## src/rtl/uart_tx_arbiter_if.sv

```systemverilog
// Handshake bundle between byte requesters, the arbiter and the shared UART transmitter.
// The arbiter takes the slave view; whoever drives requests and the transmitter's done pulse takes the master view.
interface uart_tx_arbiter_if #(
    parameter int NREQ  = 4,
    parameter int DBITS = 8
);
    localparam int IDW = (NREQ > 1) ? $clog2(NREQ) : 1;

    logic [NREQ-1:0]       req_valid;
    logic [NREQ*DBITS-1:0] req_data;
    logic [NREQ-1:0]       req_ready;
    logic                  tx_start;
    logic [DBITS-1:0]      tx_din;
    logic                  tx_done_tick;
    logic                  busy;
    logic [IDW-1:0]        grant_id;
    logic                  err_timeout;

    modport slave (
        input  req_valid, req_data, tx_done_tick,
        output req_ready, tx_start, tx_din, busy, grant_id, err_timeout
    );

    modport master (
        output req_valid, req_data, tx_done_tick,
        input  req_ready, tx_start, tx_din, busy, grant_id, err_timeout
    );
endinterface

```

## src/rtl/uart_tx_arbiter.sv

```systemverilog
// Round-robin arbiter sharing one UART transmitter among NREQ byte sources.
// Each grant may continue as a burst of up to MAX_BURST bytes from the same source;
// a watchdog abandons a frame whose done pulse never arrives.
module uart_tx_arbiter #(
    parameter int NREQ      = 4,
    parameter int DBITS     = 8,
    parameter int MAX_BURST = 4,
    parameter int TIMEOUT   = 200000
) (
    input  logic             clk,
    input  logic             reset,
    uart_tx_arbiter_if.slave bus
);
    localparam int IDW = (NREQ > 1) ? $clog2(NREQ) : 1;
    localparam int BW  = $clog2(MAX_BURST + 1);
    localparam int WW  = $clog2(TIMEOUT + 1);

    typedef enum logic [1:0] {
        S_IDLE  = 2'd0,
        S_ISSUE = 2'd1,
        S_WAIT  = 2'd2
    } state_t;

    state_t           state_reg;
    logic [IDW-1:0]   last_reg;
    logic [IDW-1:0]   grant_reg;
    logic [BW-1:0]    burst_cnt_reg;
    logic [WW-1:0]    wd_cnt_reg;
    logic             tx_start_reg;
    logic [DBITS-1:0] tx_din_reg;
    logic             err_reg;

    logic [DBITS-1:0] data_arr [NREQ];
    logic             pick_found;
    logic [IDW-1:0]   pick_idx;
    logic             burst_more;
    logic [NREQ-1:0]  ready_next;

    // Unpack the flat data bus into one lane per requester.
    for (genvar gi = 0; gi < NREQ; gi++) begin : g_lane
        assign data_arr[gi] = bus.req_data[gi*DBITS +: DBITS];
    end

    // Round-robin pick: lowest valid index above the last grant, else lowest valid index at or below it.
    always_comb begin
        logic           found_hi;
        logic           found_lo;
        logic [IDW-1:0] idx_hi;
        logic [IDW-1:0] idx_lo;
        found_hi = 1'b0;
        found_lo = 1'b0;
        idx_hi   = '0;
        idx_lo   = '0;
        for (int i = NREQ - 1; i >= 0; i--) begin
            if (bus.req_valid[i]) begin
                if (IDW'(i) > last_reg) begin
                    found_hi = 1'b1;
                    idx_hi   = IDW'(i);
                end else begin
                    found_lo = 1'b1;
                    idx_lo   = IDW'(i);
                end
            end
        end
        pick_found = found_hi | found_lo;
        pick_idx   = found_hi ? idx_hi : idx_lo;
    end

    assign burst_more = (burst_cnt_reg < BW'(MAX_BURST - 1)) && bus.req_valid[grant_reg];

    // Accept strobe: a new grant in IDLE, or a burst continuation on the done pulse in WAIT.
    always_comb begin
        ready_next = '0;
        if (!reset) begin
            case (state_reg)
                S_IDLE: if (pick_found) ready_next = NREQ'(1) << pick_idx;
                S_WAIT: if (bus.tx_done_tick && burst_more) ready_next = NREQ'(1) << grant_reg;
                default: ready_next = '0;
            endcase
        end
    end

    // Grant/issue/wait sequencer with registered transmitter-facing outputs.
    always_ff @(posedge clk) begin
        if (reset) begin
            state_reg     <= S_IDLE;
            last_reg      <= IDW'(NREQ - 1);
            grant_reg     <= '0;
            burst_cnt_reg <= '0;
            wd_cnt_reg    <= '0;
            tx_start_reg  <= 1'b0;
            tx_din_reg    <= '0;
            err_reg       <= 1'b0;
        end else begin
            tx_start_reg <= 1'b0;
            err_reg      <= 1'b0;
            case (state_reg)
                S_IDLE: begin
                    if (pick_found) begin
                        tx_din_reg    <= data_arr[pick_idx];
                        grant_reg     <= pick_idx;
                        burst_cnt_reg <= '0;
                        tx_start_reg  <= 1'b1;
                        state_reg     <= S_ISSUE;
                    end
                end
                S_ISSUE: begin
                    wd_cnt_reg <= '0;
                    state_reg  <= S_WAIT;
                end
                S_WAIT: begin
                    wd_cnt_reg <= wd_cnt_reg + WW'(1);
                    // A done pulse always wins over a coincident watchdog expiry.
                    if (bus.tx_done_tick) begin
                        if (burst_more) begin
                            tx_din_reg    <= data_arr[grant_reg];
                            burst_cnt_reg <= burst_cnt_reg + BW'(1);
                            tx_start_reg  <= 1'b1;
                            state_reg     <= S_ISSUE;
                        end else begin
                            last_reg  <= grant_reg;
                            state_reg <= S_IDLE;
                        end
                    end else if (wd_cnt_reg == WW'(TIMEOUT - 1)) begin
                        err_reg   <= 1'b1;
                        last_reg  <= grant_reg;
                        state_reg <= S_IDLE;
                    end
                end
                default: state_reg <= S_IDLE;
            endcase
        end
    end

    assign bus.req_ready   = ready_next;
    assign bus.tx_start    = tx_start_reg;
    assign bus.tx_din      = tx_din_reg;
    assign bus.busy        = (state_reg != S_IDLE);
    assign bus.grant_id    = grant_reg;
    assign bus.err_timeout = err_reg;
endmodule

```

## src/flat_wrapper.sv

```systemverilog
// flat-port wrapper written by rule: the top's interface ports become plain ports
module uart_tx_arbiter_flat 
#(
    parameter int NREQ      = 4,
    parameter int DBITS     = 8,
    parameter int MAX_BURST = 4,
    parameter int TIMEOUT   = 200000
)
  (clk, reset, bus_req_valid, bus_req_data, bus_tx_done_tick, bus_req_ready, bus_tx_start, bus_tx_din, bus_busy, bus_grant_id, bus_err_timeout);
  uart_tx_arbiter_if #(.NREQ(NREQ), .DBITS(DBITS)) bus_i ();
  input  logic clk;
  input  logic reset;
  input wire logic [$bits(bus_i.req_valid)-1:0] bus_req_valid;
  input wire logic [$bits(bus_i.req_data)-1:0] bus_req_data;
  input wire logic [$bits(bus_i.tx_done_tick)-1:0] bus_tx_done_tick;
  output wire logic [$bits(bus_i.req_ready)-1:0] bus_req_ready;
  output wire logic [$bits(bus_i.tx_start)-1:0] bus_tx_start;
  output wire logic [$bits(bus_i.tx_din)-1:0] bus_tx_din;
  output wire logic [$bits(bus_i.busy)-1:0] bus_busy;
  output wire logic [$bits(bus_i.grant_id)-1:0] bus_grant_id;
  output wire logic [$bits(bus_i.err_timeout)-1:0] bus_err_timeout;
  assign bus_i.req_valid = bus_req_valid;
  assign bus_i.req_data = bus_req_data;
  assign bus_i.tx_done_tick = bus_tx_done_tick;
  assign bus_req_ready = bus_i.req_ready;
  assign bus_tx_start = bus_i.tx_start;
  assign bus_tx_din = bus_i.tx_din;
  assign bus_busy = bus_i.busy;
  assign bus_grant_id = bus_i.grant_id;
  assign bus_err_timeout = bus_i.err_timeout;
  uart_tx_arbiter #(.NREQ(NREQ), .DBITS(DBITS), .MAX_BURST(MAX_BURST), .TIMEOUT(TIMEOUT)) u_core (.clk(clk), .reset(reset), .bus(bus_i));
endmodule
```

## config.mk

```make
export PLATFORM = sky130hd
export DESIGN_NAME = uart_tx_arbiter_flat
export DESIGN_NICKNAME = d
export VERILOG_FILES = /design/src/rtl/uart_tx_arbiter_if.sv /design/src/rtl/uart_tx_arbiter.sv /design/src/flat_wrapper.sv
export SDC_FILE = /design/constraint.sdc
export NUM_CORES = 1
export LEC_CHECK = 0
export CORE_ASPECT_RATIO = 0.5
export CORE_UTILIZATION = 50
export DETAILED_ROUTE_END_ITERATION = 8
export GPL_TIMING_DRIVEN = 0
export PLACE_DENSITY = 0.8
export SLEW_MARGIN = 10
export SYNTH_ARGS = -nofsm -noshare
export SYNTH_HDL_FRONTEND = slang
export SYNTH_SLANG_ARGS = --single-unit
```

## constraint.sdc

```tcl
create_clock -name clk -period 3.3 [get_ports clk]
set_clock_uncertainty 0.1 [all_clocks]
set_input_delay 0.825 -clock clk [delete_from_list [all_inputs] [get_ports clk]]
set_output_delay 0.825 -clock clk [all_outputs]
set_load 0.1 [all_outputs]
```

Word level (Yosys, flattened, before mapping). Index checks and enable logic that the tools add are counted.

Order comparisons: 8. Bitwise gates (word level): 4. Reductions and logical operators: 12. Muxes and demuxes: 67. Add/subtract/negate cells: 2. Divide/modulo/power cells: 0. Shift operators: 2. Multiply operators: 0. Equal/unequal tests: 8.

Operators by type and width (count): two-way mux 8 bit (7); two-way mux 2 bit (23); case mux 18 bit (2 select lines) (1); binary-select mux 8 bit (select 2 bit) (2); two-way mux 1 bit (22); adder 18 x 1 -> 18 bit, second input constant (1); equality test 18 bit, second input constant (1); case mux 8 bit (2 select lines) (1); two-way mux 4 bit (3); two-way mux 3 bit (3); case mux 4 bit (2 select lines) (1); nonzero test 2 bit (4); left shift 1 x 2 -> 4 bit, first input constant (2); greater-or-equal comparator 3 bit, second input constant (2); inverter 2 -> 3 bit (2); case mux 2 bit (3 select lines) (1); case mux 3 bit (2 select lines) (1); greater-than comparator 1 x 2 -> 1 bit, first input constant (2); greater-than comparator 2 bit, first input constant (2); != test 2 x 1 -> 1 bit, second input constant (2); != test 2 bit, second input constant (2); AND reduction 2 bit (2); AND reduction 4 bit (1); adder 3 x 1 -> 3 bit, second input constant (1); 13 further kinds (14).

Output and inout bits: 17. Input port bits: 39. Bits in registers: 37. ROM bits: 0. RAM bits: 0. Logic and storage cells: 111. Memories kept: 0. Bits in latches: 0.

Longest topological paths before layout. Gate-level depths: netlist of the first run.

Depth after elaboration: 16. Gate-level depth with buffers: 8.

Worst setup path before layout of the first run. OpenSTA, ideal clock, no wires.

Path type: reg-to-output. Start: register u_core.grant_reg[0], in the netlist u_core.bus.grant_id[0]. End: output bus_req_ready[2]. Cell stages (with the launch flop): 5. Arrival: 3.392 ns. Data required time: 2.375 ns. Setup slack: -1.017 ns. Cells stage by stage: dfxtp_1 mux4_2 nand4_4 or3_1 a21oi_1.

Cells in the longest elaborated chain, start to end: 7. Elaborated cells on any way between the ends: 8. Classes of those cells: 1 x shift; 5 x mux; 2 x reduce/logical.

Ends and longest elaborated chain: start: declaration (RTL line uart_tx_arbiter.sv:26) `logic [IDW-1:0] grant_reg;`; start signal: assignment (RTL line uart_tx_arbiter.sv:101) `grant_reg <= pick_idx;`; binary-select mux 1 bit (select 2 bit) (RTL line uart_tx_arbiter.sv:69) `assign burst_more = (burst_cnt_reg < BW'(MAX_BURST - 1)) && bus.req_valid[grant_reg];`; two-way mux 1 bit (implied by the code) (RTL line uart_tx_arbiter.sv:69); logical AND 1 bit (RTL line uart_tx_arbiter.sv:69); logical AND 1 bit (RTL line uart_tx_arbiter.sv:77) `S_WAIT: if (bus.tx_done_tick && burst_more) ready_next = NREQ'(1) << grant_reg;`; two-way mux 4 bit (*) (RTL line uart_tx_arbiter.sv:77); case mux 4 bit (2 select lines) (*) (RTL line uart_tx_arbiter.sv:75) `case (state_reg)`; two-way mux 4 bit (*) (RTL line uart_tx_arbiter.sv:74) `if (!reset) begin`; end: declaration (RTL line flat_wrapper.sv:16) `output wire logic [$bits(bus_i.req_ready)-1:0] bus_req_ready;`.

Mark *: on every way between the ends. The rest lies on a longest branch, timed or not. The select of a mux whose other input is x is not followed.

Worst setup path in the final report of the first run.
Start: input bus_req_valid[1]. End: output bus_req_ready[3].

Cells in the longest elaborated chain, start to end: 8. Elaborated cells on any way between the ends: 23. Classes of those cells: 1 x shift; 19 x mux; 1 x bitwise; 2 x reduce/logical.

Ends and longest elaborated chain: start: declaration (RTL line flat_wrapper.sv:13) `input wire logic [$bits(bus_i.req_valid)-1:0] bus_req_valid;`; two-way mux 2 bit or two-way mux 1 bit (tied branches) (RTL line uart_tx_arbiter.sv:55) `if (bus.req_valid[i]) begin`; two-way mux 2 bit or two-way mux 1 bit (tied branches) (RTL line uart_tx_arbiter.sv:56) `if (IDW'(i) > last_reg) begin`; two-way mux 2 bit or two-way mux 1 bit (tied branches) (RTL line uart_tx_arbiter.sv:55); two-way mux 2 bit (RTL line uart_tx_arbiter.sv:66) `pick_idx = found_hi ? idx_hi : idx_lo;`; left shift 1 x 2 -> 4 bit (RTL line uart_tx_arbiter.sv:76) `S_IDLE: if (pick_found) ready_next = NREQ'(1) << pick_idx;`; two-way mux 4 bit (RTL line uart_tx_arbiter.sv:76); case mux 4 bit (2 select lines) (*) (RTL line uart_tx_arbiter.sv:75); two-way mux 4 bit (*) (RTL line uart_tx_arbiter.sv:74).

Marks and branches as above.

==> flow_summary_export.csv, run 1 <==
group,metric,value,unit
outcome,run_status,"finished, final reports clean",
clock_network,clock-sinks,37,
yosys,synth-edff-count,0,
floorplan,die_area,5100,sq um
placed_design,instance_count_after_placement_with_tap_cells_included,383,
finish,fillerInstances,325,
route,num_vias,2183,
global_routing,antenna_violations_before_repair,0,
clock_network,cts-htree-levels,2,
route,wirelength,5.95,mm
hold_path,min_path_type,"flop to flop",
critical_path,crit_path_start_kind,"primary input",
pwr,power.ir.vdd_worst,0.000209,V
placed_design,placed_area,3100,sq um
floorplan,core_region_area,4510,sq um
yosys,ys_dominant_reg_cell,"sky130_fd_sc_hd__dfxtp_1",
route,drc_errors,0,
floorplan,initial_core_util,53.2,%
critical_path,setup.worst_path.end_class,"primary output",
floorplan,floorplan.die.height,51,um
yosys,number_of_distinct_standard_cells_referenced_by_the_synthesized_netlist,43,
sta,hold_viol,0,
sta,period_needed,3.21,ns
critical_path,worstPathArrival,2.28,ns
route,route.detailed.vias_per_inst,5.53,
route,drt-wirelength-per-cell,15.1,um
finish,layout.cells.most_common_list,"sky130_fd_sc_hd__clkdlybuf4s50_1 (44), sky130_fd_sc_hd__dfxtp_1 (35), sky130_fd_sc_hd__nor2_1 (28)",
finish,antennaDiodeCount,0,
route,antenna_left,0,
global_routing,grt_max_degree,13,
sta,final.period_utilization,97.1,%
global_routing,grt_pass1_wl,10.2,mm
clock_network,clock_path_buffers,2,
floorplan,io_pins,56,
yosys,postSynthRegisterBits,37,
global_routing,via_count_of_the_first_global_routing_pass,2190,
clock_network,inserted_clock_buffers,5,
global_routing,track_usage,25.8,%
clock_network,cts_root_buffer,"sky130_fd_sc_hd__clkbuf_8",
finish,post_route_cells_drive_above_1_share,22.2,%
placed_design,dp_hpwl,4.24,mm
critical_path,critPathMaxFanout,18,
sta,setup-violations-final,0,
placed_design,globalplace.congestion,0.883,
yosys,netlist_area,2400,sq um
floorplan,chipWidth,100,um
sta,worst_slack,0.0943,ns
flow_run,cap_violations,0,
route,dr.first_iter.drc_count,97,
sta,final-max-slew-violation-count,0,
finish,final_design_area_no_fill,3340,sq um
critical_path,data_required_critical_path,2.37,ns
sta,setup_repair_after_global_routing_missed_its_margin,"false",
sta,max-slew-margin-rel,33.9,%
yosys,ys_async_sr_fraction,0,%
sta,max_freq,0.312,GHz
clock_network,clock_tree_from_tritoncts,"built",
pwr,p_per_area,500,nW/um^2
sta,finalHoldWorstSlack,0.388,ns
yosys,yosys_warnings,0,
route,dr.pass1.iters,4,
finish,area_delta_synth_final,39.1,%
yosys,synth_cells,262,
clock_network,clkSlewWorstSetupHoldPaths,0.08,ns
sta,worst-slew-pin-transition,0.988,ns
sta,final.setup.tns,0,ns
placed_design,port_buffers,55,
clock_network,clock_latency,0.30,ns
clock_network,number_of_hold_buffers_added_after_cts,0,
global_routing,grt.overflow.total,0,
finish,fin_nets,373,
finish,final_common_cell,"sky130_fd_sc_hd__clkdlybuf4s50_1",
yosys,synthesis.nets,307,
yosys,synth-seq-area-share,30.8,%
yosys,syn_avg_cell_area,9.16,sq um
floorplan,total_number_of_placement_rows,17,
placed_design,place_ws,-1.55,ns
finish,layout.cells.non_filler,395,
critical_path,worst-setup-path-type,"primary input to primary output",
finish,largest_register_ff_count,18,
pwr,static-leakage-power,1.21,nW
-- area by class of cell --
class	count	area (sq um)	area share, %
flip-flops and latches	37	743	22.3
clock buffers	6	72.6	2.17
clock inverters	2	38.8	1.16
multi-input cells	206	1700	51.0
inverters	8	30.0	0.899
well taps	66	82.6	2.47
repair buffers	60	606	18.1
plain buffers	10	65.1	1.95
-- worst max-delay path, stage by stage --
cell                      delay (ns)
sky130_fd_sc_hd__buf_4          0.13
sky130_fd_sc_hd__or3b_4         0.38
sky130_fd_sc_hd__o221a_4        0.12
sky130_fd_sc_hd__buf_8          0.17
sky130_fd_sc_hd__and2_4         0.17
sky130_fd_sc_hd__a22oi_2        0.24
sky130_fd_sc_hd__nor2_4         0.04
sky130_fd_sc_hd__buf_6          0.19
-- metal layers --
metal	wire length [um]	GRT usage [%]	vias up
li1	-	-	1072
met1	2680	30.9	1051
met2	2900	46.6	51
met3	300	6.16	9
met4	68	7.97	0
met5	0	0	-
-- report_power, final --
group / internal, mW / leakage, nW / switching [mW] / total (mW)
clock: 0.227 / 0.0554 / 0.174 / 0.400
sequential: 0.487 / 0.302 / 0.0319 / 0.518
combinational: 0.270 / 0.854 / 0.481 / 0.751
-- timing repair --
item / 4_1_cts / 5_1_grt
endpoints found under the hold margin: 0 / 0
setup buffers: 2 / 3
gates resized for setup: 61 / 15
setup endpoints to repair: 4 / 5
pin swaps: 2 / 5
-- kinds of logic after synthesis --
kind of cell,share of synthesized area [%]
DFF,30.8
AOI/OAI and AO/OA,10.5
adders and majority gates,3.13
xor gates and xnor gates,5.11
muxes,24.6
buffers and inverters,3.54
and+or+nand+nor,22.3
-- cells in the mapped netlist, types with 5 or more instances --
library cell                n  area share, %
sky130_fd_sc_hd__nand4_1    6            1.6
sky130_fd_sc_hd__nor2b_1    6            1.6
sky130_fd_sc_hd__mux2_2    16            7.5
sky130_fd_sc_hd__o21ai_0   15            3.1
sky130_fd_sc_hd__inv_1      8            1.3
sky130_fd_sc_hd__mux4_2     7            6.6
sky130_fd_sc_hd__dfxtp_1   37             31
sky130_fd_sc_hd__nor2_1    31            4.8
sky130_fd_sc_hd__a21oi_1   14            2.9
sky130_fd_sc_hd__nand2_1   18            2.8
sky130_fd_sc_hd__or3_1      6            1.6
sky130_fd_sc_hd__mux2i_1   20            8.3
sky130_fd_sc_hd__ha_1       6            3.1
sky130_fd_sc_hd__nand3_1    5            1.0
sky130_fd_sc_hd__nand2b_1  11            2.9
sky130_fd_sc_hd__clkbuf_1   6           0.94
sky130_fd_sc_hd__xor2_1    11            4.0
-- path summary, 6_finish.rpt --
check	from	endpoint	slack [ns]	depth (start not counted)
min	u_core.burst_cnt_reg[1]	u_core.burst_cnt_reg[1]	0.39	2
max	bus_req_valid[1]	bus_req_ready[3]	0.09	8
max reg2reg	u_core.bus.grant_id[0]	u_core.bus.tx_din[1]	1.02	6
min reg2reg	u_core.burst_cnt_reg[1]	u_core.burst_cnt_reg[1]	0.39	2
-- per-stage QoR --
step / util [%] / power, mW
2_1_floorplan: - / 1.06
3_3_place_gp: 68.8 / 1.23
3_5_place_dp: 68.8 / 1.25
4_1_cts: 73.6 / 1.66
5_1_grt: 74.1 / 1.74
6_report: 74.1 / 1.67
(Power assumes the default switching activity.)
==> run 2: changes to the inputs <==
ABC_AREA = 1   (was unset)
CORE_ASPECT_RATIO = unset   (was 0.5)
CORE_UTILIZATION = 51   (was 50)
PLACE_DENSITY = 0.81   (was 0.8)
==> flow_summary_export.csv, run 2 <==
group,metric,value,unit
clock_network,cts-htree-levels,2,
clock_network,inserted_clock_buffers,5,
route,top_layer_used,"met4",
clock_network,clock_latency,0.29,ns
critical_path,timing.critical_path.slowest_cell_delay,0.27,ns
pwr,p_per_area,545,nW/um^2
pwr,seq_power_share,30.0,%
clock_network,cts_root_buffer,"sky130_fd_sc_hd__clkbuf_8",
finish,antennaDiodeCount,0,
critical_path,cp_slowest_cell,"sky130_fd_sc_hd__dlygate4sd2_1",
finish,layout.cells.most_common_list,"sky130_fd_sc_hd__nand2_1 (97), sky130_fd_sc_hd__nand3_1 (72), sky130_fd_sc_hd__clkdlybuf4s50_1 (46)",
pwr,power.ir.vdd_worst,0.000401,V
pwr,static-leakage-power,1.47,nW
sta,max_freq,0.312,GHz
yosys,synth_cells,402,
global_routing,grt.overflow.total,0,
critical_path,worst-setup-path-type,"primary input to primary output",
yosys,number_of_distinct_standard_cells_referenced_by_the_synthesized_netlist,32,
yosys,ys_async_sr_fraction,0,%
finish,area_delta_synth_final,34.6,%
route,route.detailed.vias_per_inst,5.40,
route,dr.first_iter.drc_count,193,
critical_path,setup.worst_path.end_class,"primary output",
clock_network,number_of_hold_buffers_added_after_cts,0,
sta,hold_viol,0,
pwr,p_sw,875,uW
global_routing,grt_pass1_wl,11.8,mm
hold_path,min_path_type,"flop to flop",
route,wl_met1,3.06,mm
floorplan,floorplan.die.height,72.1,um
route,antenna_left,0,
yosys,synth_xor_area_share,0.350,%
global_routing,grt_max_degree,17,
sta,worst_slack,0.0926,ns
yosys,synth-seq-area-share,29.6,%
floorplan,io_pins,56,
route,drc_errors,0,
clock_network,clock-sinks,37,
critical_path,register_to_register_path_depth,8,
clock_network,clkSlewWorstSetupHoldPaths,0.07,ns
floorplan,core_region_area,4720,sq um
placed_design,dp_hpwl,5.19,mm
yosys,synth_top_cell_area_share,29.6,%
placed_design,port_buffers,55,
yosys,yosys.area_share.simple,44.8,%
sta,worst-slew-pin-transition,0.989,ns
placed_design,placed_area,3190,sq um
sta,setup-violations-final,0,
outcome,run_status,"finished, final reports clean",
hold_path,holdCritStartpoint,"u_core.burst_cnt_reg[2]",
yosys,netlist_area,2500,sq um
yosys,fraction_of_the_mapped_netlist_area_in_adder_cells,3.00,%
critical_path,critical_register_to_register_path_startpoint,"u_core.state_reg[0]",
critical_path,data_required_critical_path,2.37,ns
global_routing,via_count_of_the_first_global_routing_pass,2706,
yosys,postSynthRegisterBits,37,
pwr,power.share.combinational,52.9,%
sta,finalHoldWorstSlack,0.356,ns
yosys,yosys-top-cells-count,"sky130_fd_sc_hd__nand2_1 (98), sky130_fd_sc_hd__nand3_1 (72), sky130_fd_sc_hd__inv_1 (41)",
sta,final.period_utilization,97.2,%
route,met3_length,441,um
yosys,synthesis.nets,447,
pwr,cell_internal_pwr,960,uW
sta,final-max-slew-violation-count,0,
critical_path,r2r_setup_slack,0.91,ns
critical_path,critical_path.cell_chain,"dlygate4sd2_1 -> inv_2 -> nor3_4 -> or2_1 -> buf_4 -> nand2_8 -> inv_2 -> nor2_2 -> nand2_1 -> a21oi_4 -> buf_12",
placed_design,globalplace.congestion,0.915,
yosys,synth-edff-count,0,
finish,final_core_utilization,71.3,%
route,dr.pass1.iters,5,
floorplan,total_number_of_placement_rows,25,
pwr,power.switching_fraction,47.7,%
route,drt-wirelength-per-cell,13.3,um
yosys,most_common_cell_in_the_netlist,"sky130_fd_sc_hd__nand2_1",
sta,setup_repair_after_global_routing_missed_its_margin,"false",
critical_path,endpoint_of_the_most_critical_register_to_register_path,"u_core.wd_cnt_reg[11]",
floorplan,initial_core_util,53.0,%
finish,final_design_area_no_fill,3370,sq um
clock_network,clock_path_buffers,2,
yosys,synthTopCellsByArea,"sky130_fd_sc_hd__dfxtp_1 (30%), sky130_fd_sc_hd__nand2_1 (15%), sky130_fd_sc_hd__nand3_1 (14%)",
finish,final_common_cell,"sky130_fd_sc_hd__nand2_1",
floorplan,chipWidth,72.1,um
hold_path,hold_depth,2,
finish,largest_register_ff_count,18,
critical_path,worstPathArrival,2.28,ns
yosys,largest_family_of_logic_cells_by_synthesized_area,"simple AND/OR/NAND/NOR gates",
hold_path,hold_end,"u_core.burst_cnt_reg[2]",
yosys,yosys_warnings,0,
sta,period_needed,3.21,ns
flow_run,cap_violations,0,
yosys,syn_avg_cell_area,6.23,sq um
pwr,pnr_total_power,1.83,mW
placed_design,place_ws,-1.43,ns
global_routing,track_usage,28.5,%
critical_path,crit_path_start_kind,"primary input",
route,wirelength,7.08,mm
critical_path,critPathMaxFanout,8,
critical_path,critical_path.most_common_cell,"sky130_fd_sc_hd__inv_2",
route,wl_met2,3.48,mm
sta,max-slew-margin-rel,33.8,%
route,num_vias,2874,
clock_network,clock_tree_from_tritoncts,"built",
yosys,ys_dominant_reg_cell,"sky130_fd_sc_hd__dfxtp_1",
yosys,synth.area.mux_share,0,%
yosys,synth.largest_area_cell,"sky130_fd_sc_hd__dfxtp_1",
finish,fin_nets,510,
global_routing,antenna_violations_before_repair,0,
pwr,power_frac_clock,17.1,%
finish,post_route_cells_drive_above_1_share,14.6,%
floorplan,die_area,5190,sq um
yosys,share_of_the_synthesized_area_in_compound_gates_ao_oa_aoi_oai,11.6,%
-- run 2: metal layers --
| layer | up-vias | global-route usage [%] |
|---|---|---|
| met5 | - | 0 |
| met4 | 0 | 12.2 |
| met3 | 10 | 5.42 |
| met2 | 106 | 49.6 |
| met1 | 1298 | 34.3 |
| li1 | 1460 | - |
-- run 2: worst max-delay path by stage --
stage          depth (start not counted)               end  slack, ns        startpoint
2_1_floorplan                         10  bus_req_ready[2]      0.003  bus_req_valid[1]
3_3_place_gp                          13  bus_req_ready[3]      -1.41  bus_req_valid[3]
3_5_place_dp                          13  bus_req_ready[1]      -1.43  bus_req_valid[3]
4_1_cts                               10  bus_req_ready[2]       0.02  bus_req_valid[0]
5_1_grt                                8  bus_req_ready[3]       0.02  bus_tx_done_tick
6_report                              11  bus_req_ready[2]       0.09  bus_req_valid[1]
-- run 2: area by class of cell --
type	count	area [sq um]
tap	67	83.8
timing repair buffer	58	614
fill	401	1350
clock buffer	7	86.3
multi-input combinational	301	1580
inverter	50	188
buffer	12	72.6
sequential	37	743
-- run 2: power groups by stage --
stage                     Sequential, mW  Clock, mW  Combinational, mW
after global placement             0.557          0              0.925
after CTS                          0.549      0.326              0.959
after floorplan                    0.799          0              0.449
after global routing               0.557      0.345               1.04
final                              0.550      0.315              0.970
after detailed placement           0.559          0              0.934
-- run 2: metrics by stage --
stage | setup TNS, ns | instances
after global routing | 0 | 532
after CTS | 0 | 532
after global placement | -5.52 | 524
after detailed placement | -5.57 | 524
final | 0 | 532
after floorplan | 0 | 402
-- run 2: kinds of logic (layout without fill, tap and decap cells) --
kind of cell               count (synthesis)  after routing
and+or+nand+nor                          242            242
xor gates and xnor gates                   1              1
AOI/OAI and AO/OA                         52             52
buffers and inverters                     64            127
DFF                                       37             37
adders and majority gates                  6              6
-- run 2: repair_timing --
action,CTS,global route
endpoints found under the setup margin,4,5
buffers inserted,3,0
pin swaps,4,1
resized for setup,55,5
cloned,0,0
-- run 2: worst max-delay path, delay by kind of cell --
kind	cells	cell delay (ns)
buffers and inverters	5	0.76
AO/OA/AOI/OAI	1	0.17
AND/OR/NAND/NOR	5	0.51
